**src/rtl/data_memory_arbiter.sv**
```systemverilog
// ---------------------------------------------------------------------------
// data_memory_arbiter
// Shares one single-port data memory (combinational read, write on posedge
// clk) between NUM_PORTS requesters. Round-robin arbitration grants one
// access per cycle; a requester may lock the memory for back-to-back
// accesses. Read data is registered and returned one cycle after the grant.
//
// Ports:
//   clk, reset_n          clock, asynchronous active-low reset
//   request_valid/write/lock  per-port request qualifiers (NUM_PORTS bits)
//   request_address/data  per-port payload, port i at [i*WIDTH +: WIDTH]
//   request_ready         one-hot grant, combinational from valids + state
//   response_valid        one-hot, registered; read data valid for that port
//   response_data         registered read data (holds when not valid)
//   memory_write_enable/address/data_in  combinational drive to the memory
//   memory_data_out       combinational read data from the memory
// ---------------------------------------------------------------------------
module data_memory_arbiter #(
    parameter int unsigned WIDTH     = 8,
    parameter int unsigned NUM_PORTS = 4,
    parameter int unsigned PTR_WIDTH = $clog2(NUM_PORTS)
) (
    input  logic                         clk,
    input  logic                         reset_n,
    input  logic [NUM_PORTS-1:0]         request_valid,
    input  logic [NUM_PORTS-1:0]         request_write,
    input  logic [NUM_PORTS-1:0]         request_lock,
    input  logic [NUM_PORTS*WIDTH-1:0]   request_address,
    input  logic [NUM_PORTS*WIDTH-1:0]   request_data,
    output logic [NUM_PORTS-1:0]         request_ready,
    output logic [NUM_PORTS-1:0]         response_valid,
    output logic [WIDTH-1:0]             response_data,
    output logic                         memory_write_enable,
    output logic [WIDTH-1:0]             memory_address,
    output logic [WIDTH-1:0]             memory_data_in,
    input  logic [WIDTH-1:0]             memory_data_out
);

    typedef enum logic {
        IDLE   = 1'b0,
        LOCKED = 1'b1
    } state_e;

    state_e                 state_q, state_d;
    logic [PTR_WIDTH-1:0]   ptr_q, ptr_d;
    logic [PTR_WIDTH-1:0]   owner_q, owner_d;
    logic [NUM_PORTS-1:0]   resp_valid_q, resp_valid_d;
    logic [WIDTH-1:0]       resp_data_q, resp_data_d;

    logic                   rr_found;
    logic [PTR_WIDTH-1:0]   rr_winner;
    logic                   grant;
    logic                   grant_c;
    logic [PTR_WIDTH-1:0]   grant_idx;

    // Increment a port index, wrapping NUM_PORTS-1 back to 0.
    function automatic logic [PTR_WIDTH-1:0] ptr_inc(input logic [PTR_WIDTH-1:0] p);
        if (p == PTR_WIDTH'(NUM_PORTS - 1)) begin
            return '0;
        end
        return p + PTR_WIDTH'(1);
    endfunction

    // Round-robin search: first valid port starting at the pointer.
    always_comb begin
        int unsigned idx;
        rr_found  = 1'b0;
        rr_winner = '0;
        idx       = 0;
        for (int unsigned k = 0; k < NUM_PORTS; k++) begin
            idx = 32'(ptr_q) + k;
            if (idx >= NUM_PORTS) begin
                idx = idx - NUM_PORTS;
            end
            if (!rr_found && request_valid[idx]) begin
                rr_found  = 1'b1;
                rr_winner = PTR_WIDTH'(idx);
            end
        end
    end

    // Next-state logic: grant selection, pointer and lock ownership.
    always_comb begin
        state_d   = state_q;
        ptr_d     = ptr_q;
        owner_d   = owner_q;
        grant     = 1'b0;
        grant_idx = '0;
        case (state_q)
            IDLE: begin
                if (rr_found) begin
                    grant     = 1'b1;
                    grant_idx = rr_winner;
                    ptr_d     = ptr_inc(rr_winner);
                    if (request_lock[rr_winner]) begin
                        state_d = LOCKED;
                        owner_d = rr_winner;
                    end
                end
            end
            LOCKED: begin
                // Only the owner may be served; an idle owner releases the lock.
                if (request_valid[owner_q]) begin
                    grant     = 1'b1;
                    grant_idx = owner_q;
                    if (!request_lock[owner_q]) begin
                        state_d = IDLE;
                        ptr_d   = ptr_inc(owner_q);
                    end
                end else begin
                    state_d = IDLE;
                    ptr_d   = ptr_inc(owner_q);
                end
            end
            default: begin
                state_d = IDLE;
            end
        endcase
    end

    // Grant is suppressed combinationally while reset is asserted.
    assign grant_c = grant & reset_n;

    // Ready vector and memory drive from the selected port.
    always_comb begin
        request_ready       = '0;
        memory_write_enable = 1'b0;
        memory_address      = '0;
        memory_data_in      = '0;
        for (int unsigned i = 0; i < NUM_PORTS; i++) begin
            if (grant_c && (grant_idx == PTR_WIDTH'(i))) begin
                request_ready[i]    = 1'b1;
                memory_write_enable = request_write[i];
                memory_address      = request_address[i*WIDTH +: WIDTH];
                memory_data_in      = request_data[i*WIDTH +: WIDTH];
            end
        end
    end

    // Read response capture: data sampled at the grant edge, valid for one cycle.
    always_comb begin
        resp_valid_d = '0;
        resp_data_d  = resp_data_q;
        for (int unsigned i = 0; i < NUM_PORTS; i++) begin
            if (grant_c && (grant_idx == PTR_WIDTH'(i)) && !request_write[i]) begin
                resp_valid_d[i] = 1'b1;
                resp_data_d     = memory_data_out;
            end
        end
    end

    // State and response registers.
    always_ff @(posedge clk or negedge reset_n) begin
        if (!reset_n) begin
            state_q      <= IDLE;
            ptr_q        <= '0;
            owner_q      <= '0;
            resp_valid_q <= '0;
            resp_data_q  <= '0;
        end else begin
            state_q      <= state_d;
            ptr_q        <= ptr_d;
            owner_q      <= owner_d;
            resp_valid_q <= resp_valid_d;
            resp_data_q  <= resp_data_d;
        end
    end

    assign response_valid = resp_valid_q;
    assign response_data  = resp_data_q;

endmodule

```
**config.mk**
```make
export PLATFORM = sky130hd
export DESIGN_NAME = data_memory_arbiter
export DESIGN_NICKNAME = d
export VERILOG_FILES = /design/src/rtl/data_memory_arbiter.sv
export SDC_FILE = /design/constraint.sdc
export NUM_CORES = 1
export LEC_CHECK = 0
export ABC_CLOCK_PERIOD_IN_PS = 2100
export CORE_UTILIZATION = 33
export CTS_CLUSTER_DIAMETER = 60
export DETAILED_ROUTE_END_ITERATION = 12
export PLACE_DENSITY = 0.81
export SLEW_MARGIN = 40
export SYNTH_ARGS = -nofsm -noshare
export SYNTH_HDL_FRONTEND = slang
export SYNTH_SLANG_ARGS = --single-unit
export TNS_END_PERCENT = 5
```
**constraint.sdc**
```tcl
create_clock -name clk -period 2.1 [get_ports clk]
set_input_delay 0.21 -clock clk [delete_from_list [all_inputs] [get_ports clk]]
set_output_delay 0.21 -clock clk [all_outputs]
set_load 0.1 [all_outputs]
```
Word-level counts from Yosys, hierarchy flattened
Cells that the tools add are included.
{"block": "totals", "ff_bits": 17, "input_bits": 86, "wordCells": 134}
{"block": "classes", "add_sub_neg": 9, "n_lt_le_gt_ge": 10, "eq_ne": 7, "n_mux": 79, "bitwise": 2, "n_reduce_logical": 22}
{"cell": "< comparator 32 x 3 -> 1 bit (second input constant)", "n": 4}
{"cell": "two-way mux 32 bit", "n": 4}
{"cell": "two-way mux 8 bit", "n": 12}
{"cell": "two-way mux 1 bit", "n": 38}
{"cell": "two-way mux 2 bit", "n": 14}
{"cell": "binary-select mux 1 bit (select 2 bit)", "n": 7}
{"cell": "subtractor 3 x 3 -> 4 bit (second input constant)", "n": 3}
{"cell": "logical AND 1 bit", "n": 11}
{"cell": ">= comparator 3 bit (second input constant)", "n": 3}
{"cell": "equality test 2 bit (second input constant)", "n": 4}
{"cell": "case mux 2 bit (2 select lines)", "n": 2}
{"cell": "logical NOT 1 bit", "n": 7}
{"cell": "adder 2 x 2 -> 3 bit (second input constant)", "n": 2}
{"cell": "< comparator 2 x 3 -> 1 bit (second input constant)", "n": 2}
{"cell": "adder 2 x 1 -> 2 bit (second input constant)", "n": 2}
{"cell": "case mux 1 bit (2 select lines)", "n": 2}
{"cell": "nonzero test 4 bit", "n": 1}
{"cell": "subtractor 2 x 3 -> 4 bit (second input constant)", "n": 1}
{"cell": "adder 2 x 1 -> 3 bit (second input constant)", "n": 1}
{"cell": ">= comparator 2 x 3 -> 1 bit (second input constant)", "n": 1}
{"cell": "inequality test 3 bit (second input constant)", "n": 1}
{"cell": "AND reduction 3 bit", "n": 1}
{"cell": "equality test 2 x 1 -> 1 bit (second input constant)", "n": 1}
{"cell": "logical NOT 2 bit", "n": 1}
{"cell": "4 further kinds", "n": 4}

Longest topological paths before layout
Gate-level depths: netlist (run 1).
{"block": "depth", "depth_word": 23, "mapped_depth": 8, "depth_no_buf": 6}

Worst setup path after synthesis (run 1)
OpenSTA, ideal clock, no wires.
{"block": "synth_path", "kind": "reg2out", "startpoint": "register owner_q[0]", "endpoint": "output memory_address[6]", "t_arrival_ns": 3.506, "required_ns": 1.890, "path_slack_ns": -1.616, "stages_incl_launch_ff": 8, "cell_sequence": "dfrtp_1 > buf_2 > mux2i_1 > nor2_1 > a41oi_4 > clkbuf_1 > mux2i_1 > o21ai_0"}
{"block": "synth_via", "elab_chain_cells": 10, "word_cells_on_any_way": 19}
{"item": "start: declaration", "line": "46", "text": "logic [PTR_WIDTH-1:0] owner_q, owner_d;"}
{"item": "start signal: assignment", "line": "163", "text": "owner_q <= owner_d;"}
{"item": "binary-select mux 1 bit (select 2 bit)", "line": "103", "text": "if (request_valid[owner_q]) begin"}
{"item": "two-way mux 1 bit (implied by the code)", "line": "103"}
{"item": "two-way mux 1 bit / two-way mux 2 bit (equally long branches)", "line": "103"}
{"item": "case mux 1 bit (2 select lines) / case mux 2 bit (2 select lines) (equally long branches)", "line": "89", "text": "case (state_q)"}
{"item": "bitwise AND 1 bit / logical NOT 2 bit (equally long branches)", "line": "122, 131"}
{"item": "logical AND 1 bit", "line": "131", "text": "if (grant_c && (grant_idx == PTR_WIDTH'(i))) begin"}
{"item": "two-way mux 8 bit (3 in a row)", "line": "131"}
{"item": "two-way mux 8 bit (*)", "line": "131"}
{"item": "end: declaration", "line": "34", "text": "output logic [WIDTH-1:0] memory_address,"}
Every way passes the cells marked *; elsewhere a longest branch is shown, timed or not. The select of a mux whose other input is x is not followed.

Worst setup path in the final report (run 1)
{"block": "layout_path", "startpoint": "register ptr_q[1]", "endpoint": "output memory_write_enable"}
{"block": "layout_via", "elab_chain_cells": 22, "word_cells_on_any_way": 54}
{"item": "start: declaration", "line": "45", "text": "logic [PTR_WIDTH-1:0] ptr_q, ptr_d;"}
{"item": "start signal: assignment", "line": "162", "text": "ptr_q <= ptr_d;"}
{"item": "parallel branches: the longest is 21 deep, another holds subtractor 3 x 3 -> 4 bit"}
{"item": "two-way mux 1 bit (*)", "line": "131"}
{"item": "end: declaration", "line": "33", "text": "output logic memory_write_enable,"}
Every way passes the cells marked *. The select of a mux whose other input is x is not followed.

==> results of run 1 <==
routing by layer:
layer / track usage / vias to the layer above / part of all wire
li1: - / 1005 / -
met1: 0.408 / 1140 / 0.32
met2: 0.762 / 173 / 0.54
met3: 0.117 / 62 / 0.066
met4: 0.316 / 0 / 0.071
met5: 0 / - / 0
critical path, stage by stage (launching register included):
cell and delay, ps:
dfrtp_2 430, mux2i_1 270, o2bb2ai_2 200, nor3b_4 80
o21a_4 230, buf_16 170, a22oi_1 360, o22ai_4 140
buf_12 190
repair_timing:
action,4_1_cts,5_1_grt
setup buffers,6,0
gates cloned,2,0
gates resized for setup,59,6
setup endpoints to repair,29,30
pin swaps,12,2
area by class of cell:
cell class / count / area, µm²
Clock inverter: 1 / 5.00
Fill cell: 104 / 225
Tap cell: 50 / 62.6
Inverter: 3 / 11.3
Sequential cell: 17 / 430
Timing Repair Buffer: 190 / 1980
Clock buffer: 3 / 41.3
Multi-Input combinational cell: 128 / 1380
worst paths after layout:
| check | end | slack (ps) | start | cells past startpoint |
|---|---|---|---|---|
| max in group asynchronous | owner_q[0] | 1500 | reset_n | 2 |
| max reg2reg | response_data[1] | -180 | ptr_q[1] | 8 |
| min in group clk | response_data[3] | 520 | response_data[3] | 1 |
| min reg2reg | response_data[3] | 520 | response_data[3] | 1 |
| min | ptr_q[1] | 360 | reset_n | 2 |
| max | memory_write_enable | -460 | ptr_q[1] | 8 |
sequential cells by signal, indices dropped and copies added (netlist names):
name,cells
state_q,1
response_valid,4
owner_q,2
response_data,8
ptr_q,2
stage by stage:
| stage | TNS (ps) | setup slack (ps) | std cells | area [µm²] |
|---|---|---|---|---|
| after global routing | -10050 | -485 | 392 | 3920 |
| final | -8750 | -458 | 392 | 3920 |
| after detailed placement | -12860 | -537 | 380 | 3480 |
| after CTS | -5320 | -302 | 392 | 3880 |
| after floorplan | -4700 | -267 | 161 | 1620 |
| after global placement | -10380 | -445 | 380 | 3480 |
kinds of logic (layout without fill, tap and decap cells):
| family | Yosys count | after routing | share of synthesized area |
|---|---|---|---|
| AOI/OAI and AO/OA | 56 | 56 | 0.336 |
| buffers and inverters | 16 | 197 | 0.0560 |
| muxes | 19 | 19 | 0.138 |
| adders and majority gates | 1 | 1 | 0.00849 |
| and+or+nand+nor | 51 | 51 | 0.167 |
| xor gates and xnor gates | 1 | 1 | 0.00594 |
| DFF | 17 | 17 | 0.289 |
cells in the mapped netlist (2+ instances only):
cell type and instances:
mux2i_1 9, nand2_1 9, dfrtp_1 17, nand3_1 3, inv_1 3, buf_4 4
nor3_1 3, clkbuf_1 3, a21o_1 2, nor2_2 3, o21ai_0 5, o22ai_1 4
a21oi_1 3, a22oi_1 2, and2_1 3, nor2_1 23, nor2b_1 2, mux2_2 10
buf_2 5, a221oi_1 30
==> results.md, run 1 <==
- Diodes inserted: 0
- DRC: 0
- Drt wl/cell: 24.6 µm
- Die Width: 68.8 µm
- Clock sink total: 17
- Initial Utilization: 0.356
- Fmax achieved: 0.391 GHz
- CP required: 1890 ps
- CTS tree: done
- Synth top area cells: dfrtp_1 (29%), a221oi_1 (18%), mux2_2 (7.6%), mux2i_1 (6.1%), nor2_1 (5.9%)
- Core Box Area: 4140 µm²
- # hold bufs at CTS: 0
- Die ar.: 4740 µm²
- Post-DRT Antenna Nets: 0
- First-pass GRT wire length: 13900 µm
- Final hold slack: 361 ps
- DR iter-0 viols: 155
- Failing checks: negative setup slack
- Yosys cell types: 38
- Fin. max-slew vios: 0
- Share of post-route cells with drive strength above 1: 0.556
- Vias: 2380
- Max_slew headroom: 0.699
- Post-synth top area cell: dfrtp_1
- Critical path type: register to output port
- Nets: 430
- Htree depth: 1
- Later-pin clock latency in the skew report: 260 ps
- Synthesized area: 1470 µm²
- Crit Path Max Fanout: 16
- Syn-to-layout area delta: 166%
- Max Root-Sink Buffers: 2
- RSZ-0062 raised after global routing: yes
- Pre-antenna DRT Iters: 5
- Most frequent cells in the layout: clkdlybuf4s50_1 (81), buf_4 (75), buf_12 (23)
- Skew final: 11.5 ps
- Post-DP HPWL: 5430 µm
- Seq/Total Area, Yosys: 0.289
- Startpoint types: register
- Max-cap violations: 0
- EDFF count, synth: 0
- Die Y: 68.8 µm
- Util after Layout: 0.946
- Final setup fails: 29
- Post-layout min period: 2560 ps
- Final worst-path cycle share: 1.22
- Tightest Pin Transition: 447 ps
- Syn Area/Cell: 9.15 µm²
- Status: finished, violations left
- Yosys warning count: 0
- Total Routing Usage GR: 0.423
- # rows: 23
- Total grt overflow: 0
- Commonest non-fill, non-tap cell in the layout: clkdlybuf4s50_1
- Initial antenna violation count: 0
- Worst-path clk slew: 70 ps
- Arrival @ worst endpoint: 2350 ps
- Final WS setup: -458 ps
- Clock Tree Root: clkbuf_8
- I/O pin cnt: 119
- PortBufs: 118
- Final Hold Fails: 0
- Synthesized Nets: 248
- Hold crit path type: input pin to async pin
- Final GP Congestion: 0.958
- Post-synthesis instance total: 161
- Top FF cell, synth: dfrtp_1
- Vias in the first global route: 2560
- Setup crit end kind: output port
- Routed WL: 9650 µm
- Largest net degree at the start of global routing: 19
- Total CTS buffers: 3
- Post-DR vias/cell: 6.07
- Ys async rst share: 1.00
- Top cell type's share of synthesized area: 0.289
- Synth Register Bits: 17
Power of run 1 is not shown: default switching activity piles up to over one toggle a cycle in this logic, so the estimate is an artifact.
==> inputs of run 2 (changes only) <==
--- a/config.mk
+++ b/config.mk
@@ -5,11 +5,11 @@
 export SDC_FILE = /design/constraint.sdc
 export NUM_CORES = 1
 export LEC_CHECK = 0
-export ABC_CLOCK_PERIOD_IN_PS = 2100
-export CORE_UTILIZATION = 33
+export ABC_CLOCK_PERIOD_IN_PS = 3000
+export CORE_UTILIZATION = 36
 export CTS_CLUSTER_DIAMETER = 60
 export DETAILED_ROUTE_END_ITERATION = 12
-export PLACE_DENSITY = 0.81
+export PLACE_DENSITY = 0.87
 export SLEW_MARGIN = 40
 export SYNTH_ARGS = -nofsm -noshare
 export SYNTH_HDL_FRONTEND = slang
==> constraint.sdc (replaced) <==
create_clock -name clk -period 3 [get_ports clk]
set_input_delay 0.3 -clock clk [delete_from_list [all_inputs] [get_ports clk]]
set_output_delay 0.3 -clock clk [all_outputs]
set_load 0.1 [all_outputs]
==> run 2 against run 1 <==
Effect of this change:
- the flow now finishes without violations
- clock skew is 8.5 ps lower
- wire length is 46% lower
- flip-flop and latch count stayed put
- count of clock-buffer cells in the layout stayed put
- critical path depth is 1 higher
==> results.md, run 2 (synthesis gave the netlist of run 1 again) <==
- Post-DP HPWL: 4310 µm
- # resized after CTS: 0
- Crit Path Max Fanout: 33
- Final worst-path cycle share: 0.931
- Max-cap violations: 0
- DRC: 0
- Most frequent cells in the layout: clkdlybuf4s50_1 (85), a221oi_1 (30), nor2_1 (23)
- Syn-to-layout area delta: 99.6%
- Total Routing Usage GR: 0.245
- Post-DR vias/cell: 5.52
- # hold bufs at CTS: 0
- Htree depth: 1
- Initial antenna violation count: 0
- Die ar.: 4350 µm²
- Worst Setup SP: request_valid[3]
- Max_slew headroom: 0.674
- Arrival @ worst endpoint: 2490 ps
- Post CTS Setup Buffer Count: 0
- DR iter-0 viols: 167
- Setup crit end kind: output port
- Status: completed
- Routed WL: 5200 µm
- Post-layout min period: 2790 ps
- First-pass GRT wire length: 8290 µm
- Register area: 425 µm²
- Design Area, Final: 2940 µm²
- Worst-path clk slew: 60 ps
- RSZ-0062 raised after global routing: no
- Die Y: 66.0 µm
- Core Box Area: 3800 µm²
- Crit path buf inv count: 3
- Drt wl/cell: 15.8 µm
- Delay-heaviest family, CP: buffers and inverters
- Initial Utilization: 0.388
- Tightest Pin Transition: 493 ps
- Diodes inserted: 0
- Clock Tree Root: clkbuf_8
- Startpoint types: input pin
- Reg-to-Reg Start: owner_q[0]
- PortBufs: 118
- Largest register FFs: 8
- Fmax achieved: 0.358 GHz
- Slowest-stage cell, CP: clkdlybuf4s50_1
- Share of post-route cells with drive strength above 1: 0.249
- Later-pin clock latency in the skew report: 250 ps
- Most used cell, CP: buf_12
- DP Area: 2900 µm²
- Nets: 369
- Fin. max-slew vios: 0
- Die Width: 66.0 µm
- Total CTS buffers: 3
- Pre-antenna DRT Iters: 4
- CP required: 2700 ps
- Commonest non-fill, non-tap cell in the layout: clkdlybuf4s50_1
- Total grt overflow: 0
- # rows: 22
- Max Root-Sink Buffers: 2
- Multi-input logic area: 972 µm²
- Post-DRT Antenna Nets: 0
- Final setup fails: 0
- Skew final: 2.94 ps
- Clock sink total: 17
- Largest net degree at the start of global routing: 34
- Vias: 1817
- CP cell instances: clkdlybuf4s50_1, nand2b_4, a21oi_1, nor3b_2, o21a_1, buf_12, a221oi_1, nor2_1, buf_12
- Hold crit path type: input pin to async pin
- I/O pin cnt: 119
- Vias in the first global route: 1827
- Crit-path max cell delay: 530 ps
- CTS tree: done
- Filler cells: 275
- Final GP Congestion: 0.929
- Critical path type: input pin to output port
- Final Hold Fails: 0
==> run 2: cell count changes in the layout (fill, tap and decap cells not counted), sizes merged <==
cell / previous run / this run
buf: 105 / 44
clkdlybuf4s50: 81 / 85
dlygate4sd2: 4 / 0
==> run 2: final timing paths <==
path | slack [ps] | depth (start not counted) | to
max in group asynchronous | 2310 | 2 | response_valid[2]
min in group clk | 500 | 1 | response_data[2]
max | 210 | 9 | memory_address[5]
max reg2reg | 750 | 7 | response_data[5]
min | 250 | 1 | ptr_q[0]
min reg2reg | 500 | 1 | response_data[2]
==> run 2: layer usage <==
layer | track usage | wire (µm) | up-vias
li1 | - | - | 869
met1 | 0.292 | 2040 | 856
met2 | 0.431 | 2680 | 84
met3 | 0.0534 | 402 | 8
met4 | 0.0798 | 76 | 0
met5 | 0 | 0 | -
==> run 2: stage by stage <==
stage	hold slack, ps	worst slack (ps)	cells	utilization	setup TNS (ps)
after floorplan	4.41	-156	161	-	-2150
final	254	207	329	0.774	0
after CTS	254	189	329	0.774	0
after global routing	262	68.9	329	0.774	0
after global placement	485	267	325	0.778	0
after detailed placement	493	188	325	0.762	0
==> run 2: final cells by class <==
| class | instances | share of cell area |
|---|---|---|
| clock inverters | 1 | 0.00170 |
| well taps | 48 | 0.0204 |
| multi-input cells | 128 | 0.330 |
| clock buffers | 3 | 0.0140 |
| repair buffers | 129 | 0.485 |
| inverters | 3 | 0.00383 |
| flip-flops and latches | 17 | 0.145 |
Power of run 2 is left out for the same reason.
